==> config.mk <==
export PLATFORM = sky130hd
export DESIGN_NAME = pipelined_adder
export DESIGN_NICKNAME = d
export VERILOG_FILES = /design/src/rtl/pipelined_adder.sv
export SDC_FILE = /design/constraint.sdc
export NUM_CORES = 1
export LEC_CHECK = 0
export CELL_PAD_IN_SITES_DETAIL_PLACEMENT = 2
export CELL_PAD_IN_SITES_GLOBAL_PLACEMENT = 2
export CORE_MARGIN = 2
export CORE_UTILIZATION = 35
export DETAILED_ROUTE_END_ITERATION = 10
export HOLD_SLACK_MARGIN = 0.03
export PLACE_DENSITY_LB_ADDON = 0.1
export RECOVER_POWER = 50
export SLEW_MARGIN = 5
export SYNTH_ARGS = -nofsm -noshare
export SYNTH_HDL_FRONTEND = slang
export SYNTH_SLANG_ARGS = --single-unit
==> constraint.sdc <==
create_clock -name clk -period 3.4 [get_ports clk]
set_clock_uncertainty 0.15 [all_clocks]
set_input_delay 0.51 -clock clk [delete_from_list [all_inputs] [get_ports clk]]
set_output_delay 0.51 -clock clk [all_outputs]
set_load 0.02 [all_outputs]
==> src/rtl/pipelined_adder.sv <==
// WIDTH-bit adder split into CHUNK-bit ripple slices, one register per slice, valid/ready on both ends.
// Optional macro PIPELINED_ADDER_SUB_EN adds a 'sub' input selecting a - b.
module pipelined_adder #(
  parameter int WIDTH = 32,
  parameter int CHUNK = 8
) (
  input  logic             clk,
  input  logic             rst,
  input  logic             in_valid,
  output logic             in_ready,
  input  logic [WIDTH-1:0] a,
  input  logic [WIDTH-1:0] b,
  input  logic             cin,
`ifdef PIPELINED_ADDER_SUB_EN
  input  logic             sub,
`endif
  output logic             out_valid,
  input  logic             out_ready,
  output logic [WIDTH-1:0] sum,
  output logic             cout,
  output logic             ovf
);

  localparam int NSTAGE = WIDTH / CHUNK;

  if ((CHUNK < 1) || (WIDTH % CHUNK != 0) || (NSTAGE < 1)) begin : g_param_chk
    $fatal(1, "pipelined_adder: WIDTH must be a non-zero multiple of CHUNK");
  end

  logic             vld [NSTAGE];
  logic [NSTAGE:0]  rdy;
  logic [WIDTH-1:0] a_r [NSTAGE];
  logic [WIDTH-1:0] b_r [NSTAGE];
  logic [WIDTH-1:0] s_r [NSTAGE];
  logic             c_r [NSTAGE];
  logic             cmsb_r;

  logic [WIDTH-1:0] a0;
  logic [WIDTH-1:0] b0;
  logic             c0;

  // Subtraction is folded in before stage 0 so both builds share the same pipe.
  always_comb begin
    a0 = a;
    b0 = b;
    c0 = cin;
`ifdef PIPELINED_ADDER_SUB_EN
    if (sub) begin
      b0 = ~b;
      c0 = 1'b1;
    end
`endif
  end

  assign rdy[NSTAGE] = out_ready;
  assign in_ready    = rdy[0] && !rst;

  for (genvar k = 0; k < NSTAGE; k++) begin : g_stage
    logic [WIDTH-1:0] pa;
    logic [WIDTH-1:0] pb;
    logic [WIDTH-1:0] ps;
    logic             pc;
    logic             pv;
    logic [CHUNK:0]   add;

    if (k == 0) begin : g_first
      assign pa = a0;
      assign pb = b0;
      assign ps = '0;
      assign pc = c0;
      assign pv = in_valid;
    end else begin : g_mid
      assign pa = a_r[k-1];
      assign pb = b_r[k-1];
      assign ps = s_r[k-1];
      assign pc = c_r[k-1];
      assign pv = vld[k-1];
    end

    assign rdy[k] = !vld[k] || rdy[k+1];
    assign add    = {1'b0, pa[k*CHUNK +: CHUNK]} + {1'b0, pb[k*CHUNK +: CHUNK]}
                  + {{CHUNK{1'b0}}, pc};

    always_ff @(posedge clk) begin
      if (rst) begin
        vld[k] <= 1'b0;
        a_r[k] <= '0;
        b_r[k] <= '0;
        s_r[k] <= '0;
        c_r[k] <= 1'b0;
      end else if (rdy[k]) begin
        vld[k] <= pv;
        a_r[k] <= pa;
        b_r[k] <= pb;
        s_r[k] <= ps;
        s_r[k][k*CHUNK +: CHUNK] <= add[CHUNK-1:0];
        c_r[k] <= add[CHUNK];
      end
    end

    if (k == NSTAGE - 1) begin : g_last
      // Carry into the MSB recovered from the MSB's own sum bit.
      always_ff @(posedge clk) begin
        if (rst) begin
          cmsb_r <= 1'b0;
        end else if (rdy[k]) begin
          cmsb_r <= pa[WIDTH-1] ^ pb[WIDTH-1] ^ add[CHUNK-1];
        end
      end
    end
  end

  assign out_valid = vld[NSTAGE-1];
  assign sum       = s_r[NSTAGE-1];
  assign cout      = c_r[NSTAGE-1];
  assign ovf       = cmsb_r ^ c_r[NSTAGE-1];

endmodule

==> flow_results.org <==
** Global routing
- For this run the aggregate overflow at the end of global routing stands at 0.
- The via count of the first global-routing pass is 4,971.
- Entering global routing, the biggest net connects 59 pins.
- Antenna violations before repair :: 0
- The first global-routing pass estimated about 27,000 um of wire.
- Total Routing Usage GR :: between 10 and 15%

** STA
- Crit share post-route :: 89.3%
- Setup repair after global routing left no endpoint under its margin.
- Final hold violation count :: 0
- After routing, the total negative slack on setup checks comes to 0 ps.
- Setup violations remaining at the end of the flow were counted as 0.
- The worst path in the final design needs a cycle of just over 3000 ps, including I/O delays and setup.
- Transition time at the pin with the least slew margin :: roughly 1100 ps
- Maximum operating frequency :: 0.329 GHz
- Tightest slew margin relative to the limit :: between 20% and 30%
- Number of slew-limit violations in the final report :: 0
- On the final layout, the worst hold slack is ~370 ps.

** Critical path
- Cell breakdown of the critical path :: clkdlybuf4s50_1 -> nor2b_4 -> a41o_1 -> inv_4 -> clkdlybuf4s50_1
- In this design, the stage delay of the slowest critical-path cell is 560 ps.
- Buffers and inverters on the worst path :: 3
- Startpoint Class :: primary input
- For the worst setup path, the data required time is 2740 ps.
- For the worst setup path, the data arrival time is ~2400 ps.
- For this design, the slowest cell found on the critical path is sky130_fd_sc_hd__a41o_1.
- Among the stages of the critical path, the cell type that occurs most often is sky130_fd_sc_hd__clkdlybuf4s50_1.
- Maximum fanout count along the critical path :: 8
- Endpoint class of the critical path :: output pin
- WS Path Type :: primary input to output pin
- Among cell families on the critical path, the largest total delay comes from buffers and inverters.

** Finish
- The net count of the finished layout is between 700 and 800.
- Synth-to-layout area growth :: 23.5%
- Share of layout cells above drive strength 1 :: 6.66%
- Filler cells :: between 2,000 and 2,500
- The number of antenna diodes in the final layout is 0.

** Logic synthesis
- Share of async-settable or async-resettable flops after synthesis :: 0%
- The share of synthesized area in the top cell type comes to 68.1%.
- Counting flops with a built-in enable in the synthesized netlist gives approximately 180.
- Summing the sequential cell areas from Yosys gives between 60% and 70% of the chip area.
- The synthesized design spends more area on one cell type than any other, namely sky130_fd_sc_hd__edfxtp_1.
- Total nets after synthesis :: around 670
- For this run, the number of Yosys warnings is 0.
- Top flip-flop cell by instance count after synthesis :: sky130_fd_sc_hd__edfxtp_1
- Gate count after technology mapping :: around 560
- Number of distinct library cells after synthesis :: 40
- Ranking of synthesized cells by instance count :: 184 x sky130_fd_sc_hd__edfxtp_1, 152 x sky130_fd_sc_hd__and2_1, 31 x sky130_fd_sc_hd__nor2_1
- Dividing the synthesized area by the synthesized cell count gives roughly 14 um2.
- Most frequently used cell type in the post-synthesis netlist :: sky130_fd_sc_hd__edfxtp_1
- By area the synthesized netlist is led by sky130_fd_sc_hd__edfxtp_1 68%, sky130_fd_sc_hd__and2_1 12%, sky130_fd_sc_hd__ha_1 4.3%.
- Cell area after synthesis :: slightly above 0.008 mm2
- Post-synthesis sequential element count :: approximately 190

** Drt
- DRT iter0 DRCs :: approximately 120
- Drt total wl :: 16,600 um
- Total number of vias :: approximately 4,500
- Final ANT Viol Nets :: 0
- Drt drc :: 0
- For this run, the detailed router's first-pass iteration total came to 4.
- Routed WL per cell :: 17.0 um
- Via-per-instance ratio :: between 4 and 5

** Power and ir drop
- The share of total power dissipated in the clock network is a little under two fifths.
- The analysis attributes to cell leakage a power of 3.92 nW.
- The worst-case IR drop observed on VDD is around 320 uV.
- Share of power burned in registers :: 54.3%
- Net switching is 21.8% of the power.
- Combinational logic is responsible for under 10% of the overall power.
- Net switching power :: approximately 0.0011 W
- Internal portion of total power :: roughly 0.0038 W
- In this run the power density over the cells is slightly below 500 mW/mm2.

** Floorplanning
- The floorplan step set the die width to about 160 um.
- The die is roughly 160 um tall.
- I/O pins :: approximately 110
- In this run the standard cell core region covers roughly 0.023 mm2.
- The floorplan has 55 rows.
- Initial Utilization :: a little over a third
- The die covers ~0.024 mm2.

** Clock tree
- TritonCTS built the clock tree.
- Clock-pin slew was measured on the worst setup and hold paths at 70 ps.
- Inserted Clock Buffers :: 17
- Post-CTS Hold Fix Bufs :: 0
- The later pin in the worst-skew pair is clocked with a latency of 430 ps.
- Longest Clk Path Bufs :: 2
- Post-CTS timing repair inserted 0 buffers for setup.
- The tree is rooted in a sky130_fd_sc_hd__clkbuf_16.
- For this design, the sink count on the clock tree is around 190.
- Resized cells post-CTS :: 0
- H-tree Lvls :: 4

** Place
- Input and output buffers added on the ports amount to 104.
- Detailed-placement wirelength estimate :: 12,100 um
- Routability-driven placement finished with a final weighted congestion of between 0.7 and 0.8.

** Outcome
- The run finished with clean final reports.

** Job
- Max-Cap Viols :: 0

** Worst hold path
- The min-delay analysis places its worst path in the category register to register.
-- power by group through the flow --
stage	clock [W]	combinational (W)	sequential, W
5_1_grt	0.00199	0.000425	0.00267
4_1_cts	0.00191	0.000396	0.00266
2_1_floorplan	0	0.000195	0.00271
6_report	0.00185	0.000382	0.00265
3_3_place_gp	0	0.000376	0.00270
3_5_place_dp	0	0.000393	0.00271
-- kinds of logic after synthesis --
family / count (synthesis) / share of synthesized area (%)
compound gates: 70 / 5.95
xor+xnor: 10 / 1.08
fa+ha+maj: 36 / 6.29
buf+inv: 35 / 2.14
flops: 185 / 68.4
simple gates: 226 / 16.2
-- stage by stage --
stage | setup slack, ps | total power, W | instances | util (%) | area, um2
6_report | 364 | 0.00489 | 976 | 44.1 | 10000
5_1_grt | 253 | 0.00508 | 976 | 44.1 | 10000
4_1_cts | 550 | 0.00497 | 976 | 44.3 | 10100
3_5_place_dp | 400 | 0.00310 | 944 | 41.9 | 9510
3_3_place_gp | 553 | 0.00308 | 944 | 41.9 | 9510
2_1_floorplan | -57.8 | 0.00290 | 562 | - | 8130
-- state kept, by name, summed over array words and instances (netlist names) --
| register | flops |
|---|---|
| s_r | 80 |
| a_r | 48 |
| b_r | 48 |
| c_r | 4 |
| vld | 4 |
| cmsb_r | 1 |
-- cells in the final DEF (no fill, tap or decap), drive strengths merged, types with 4 or more instances in the layout --
| cell type | instances |
|---|---|
| nor4 | 4 |
| a21oi | 16 |
| o21ai | 18 |
| clkbuf | 23 |
| clkinv | 6 |
| nor2 | 31 |
| fa | 8 |
| o21bai | 4 |
| nor2b | 9 |
| clkinvlp | 5 |
| a21o | 4 |
| a211oi | 11 |
| nand2b | 4 |
| nor3 | 10 |
| and2 | 152 |
| clkdlybuf4s50 | 102 |
| buf | 4 |
| o21a | 6 |
| xor2 | 9 |
| inv | 21 |
| nand2 | 9 |
| edfxtp | 184 |
| ha | 28 |
-- path summary, 6_finish.rpt --
check / start / endpoint / slack [ps] / cells after the start
hold / removal: a_r[0][18] / a_r[0][50] / 370 / 1
setup reg to reg: c_r[0] / s_r[1][14] / 830 / 8
setup / recovery: out_ready / in_ready / 360 / 5
hold reg to reg: a_r[0][18] / a_r[0][50] / 370 / 1
-- routing by layer --
layer	global-route usage (%)	up-vias	routed length, um
li1	-	2240	-
met1	18.2	2162	7650
met2	24.8	77	8240
met3	2.52	19	428
met4	5.16	0	261
met5	0	-	0
-- area by class of cell --
| cell class | count | area (um2) | area share [%] |
|---|---|---|---|
| clock buffers | 18 | 429 | 4.28 |
| clock inverters | 14 | 125 | 1.25 |
| inverters | 19 | 73.8 | 0.737 |
| multi-input cells | 342 | 2390 | 23.9 |
| flip-flops and latches | 185 | 5550 | 55.4 |
| well taps | 285 | 357 | 3.56 |
| repair buffers | 113 | 1100 | 10.9 |
Power figures use the tool's default switching activity.
==> edit (same settings) <==
The parameter `CHUNK` goes from 8 to 32.
--- a/src/rtl/pipelined_adder.sv
+++ b/src/rtl/pipelined_adder.sv
@@ -2,7 +2,7 @@
 // Optional macro PIPELINED_ADDER_SUB_EN adds a 'sub' input selecting a - b.
 module pipelined_adder #(
   parameter int WIDTH = 32,
-  parameter int CHUNK = 8
+  parameter int CHUNK = 32
 ) (
   input  logic             clk,
   input  logic             rst,
Function: changed (a bounded check fails within 4 cycles, from zero or initial values and one cycle with rst high).
==> edit against the original RTL <==
  * The run now ends with negative setup slack left
  * Total power is 61% lower
  * Setup slack worse by 460 ps
  * Via count is 16% lower
  * Sequential cell count is 150 lower
  * Count of clock-buffer cells in the layout is 12 lower
  * Synthesized area is 61% lower
  * Final area is 53% lower
  * Wire length is 6.7% higher
  * Highest routed layer unchanged
==> edit: results (changes against the original RTL) <==
stage,metric,value,unit,change
grt,grt_pass1_wl,22600,µm,-16%
yosys,synth_commonest_cells,"37 x nor2_1, 34 x edfxtp_1, 31 x ha_1, 30 x nand2_1, 25 x a21oi_1",,
hold_path,hold_path_end,cmsb_r,,
yosys,syn-num-nets,459,,-31%
yosys,synth-edff-count,34,,-82%
cells_and_area,drive_above_1_share,12.7,%,+6.0 points
clocking,clk_pin_slew,90,ps,+20 ps
grt,grt_pass1_vias,3951,,-21%
power_and_ir_drop,leakage,0.00204,µW,-48%
outcome,status,finished with violations,,
hold_path,holdCritStartpoint,cmsb_r,,
power_and_ir_drop,ir_drop,0.000163,V,-49%
yosys,synth_area_leaders,"edfxtp_1 32%, ha_1 12%, nor2_1 4.4%",,
clocking,clk_latency,310,ps,-120 ps
critical_path,crit_path_max_incr_delay,400,ps,-160 ps
yosys,synth.area.mux_share,0.956,%,+0.96 points
yosys,avgSynthCellArea,8.80,µm²,-39%
drt,wl_per_cell,29.6,µm,+74%
sta,setup_viol_count_final,5,,+5
sta,setup_ws,-94.1,ps,-459 ps
critical_path,crit_slowest_cell,fa_2,,
clocking,cts-root-buf,clkbuf_8,,
yosys,synthXorXnorAreaFrac,6.13,%,+5.1 points
drt,totalWireLength,17700,µm,+6.7%
outcome,violations,negative setup slack,,
clocking,cts_setup_buffers,2,,+2
yosys,seq_area_frac_synth,33.1,%,-35 points
cells_and_area,area_growth,49.8,%,
power_and_ir_drop,power_frac_comb,46.4,%,+39 points
sta,finalSetupTns,-180,ps,-180 ps
critical_path,crit_arrival,3390,ps,+1010 ps
yosys,synthDistinctLibCells,51,,+28%
critical_path,cp_max_fo,4,,-4
drt,drt_iter0_markers,346,,+190%
power_and_ir_drop,power.internal,1150,µW,-70%
cells_and_area,largest_reg_flops,32,,-60%
yosys,synth_fa_ha_area_share,13.6,%,+7.3 points
drt,vias,3788,,-16%
clocking,h-tree-depth,2,,-2
placed_design,place_hpwl,10400,µm,-14%
sta,tightest_slew,995,ps,-98.3 ps
[edit: routing by layer]
layer  vias to the layer above  routed length (µm)  track usage, %
met5                         -                   0               0
li1                       1603                   -               -
met1                      1867                6810            35.8
met2                       247                9060            54.4
met4                         0                 783            11.6
met3                        71                1050            5.39
[edit: cells by family (layout without fill, tap and decap cells)]
logic type | after synthesis | in the layout
AOI/OAI and AO/OA | 109 | 109
xor gates and xnor gates | 22 | 22
adders and majority gates | 33 | 33
buffers and inverters | 31 | 164
DFF | 35 | 35
muxes | 3 | 3
and+or+nand+nor | 124 | 124
[edit: worst max-delay path by stage]
| stage | from | endpoint | slack, ps |
|---|---|---|---|
| final | cin | s_r[0][25] | -90 |
| after global routing | a[2] | s_r[0][29] | -210 |
| after CTS | b[7] | s_r[0][31] | 100 |
| after detailed placement | a[0] | s_r[0][28] | -500 |
| after global placement | a[0] | s_r[0][22] | -230 |
| after floorplan | a[0] | s_r[0][22] | 350 |
[edit: final cells by class]
class	count	area (µm²)	share of cell area, %
clock inverters	2	35.0	0.744
multi-input cells	291	2040	43.3
repair buffers	142	1320	28.1
inverters	14	52.6	1.12
flip-flops and latches	35	1040	22.1
clock buffers	6	82.6	1.75
well taps	108	135	2.87
[edit: metrics by stage]
stage | total power (µW) | instance area [µm²] | hold WS, ps | setup WS [ps]
after detailed placement | 1380 | 4490 | 425 | -500
final | 1900 | 4710 | 438 | -94.1
after floorplan | 996 | 3140 | 334 | 352
after CTS | 1840 | 4650 | 437 | 104
after global routing | 1950 | 4710 | 448 | -211
after global placement | 1340 | 4490 | 351 | -227
[edit: worst max-delay path: cells and delay by family]
| kind | cells | cell delay [ps] |
|---|---|---|
| compound gates | 5 | 1520 |
| xor+xnor | 1 | 210 |
| fa+ha+maj | 1 | 400 |
| buf+inv | 3 | 640 |
| simple gates | 1 | 120 |
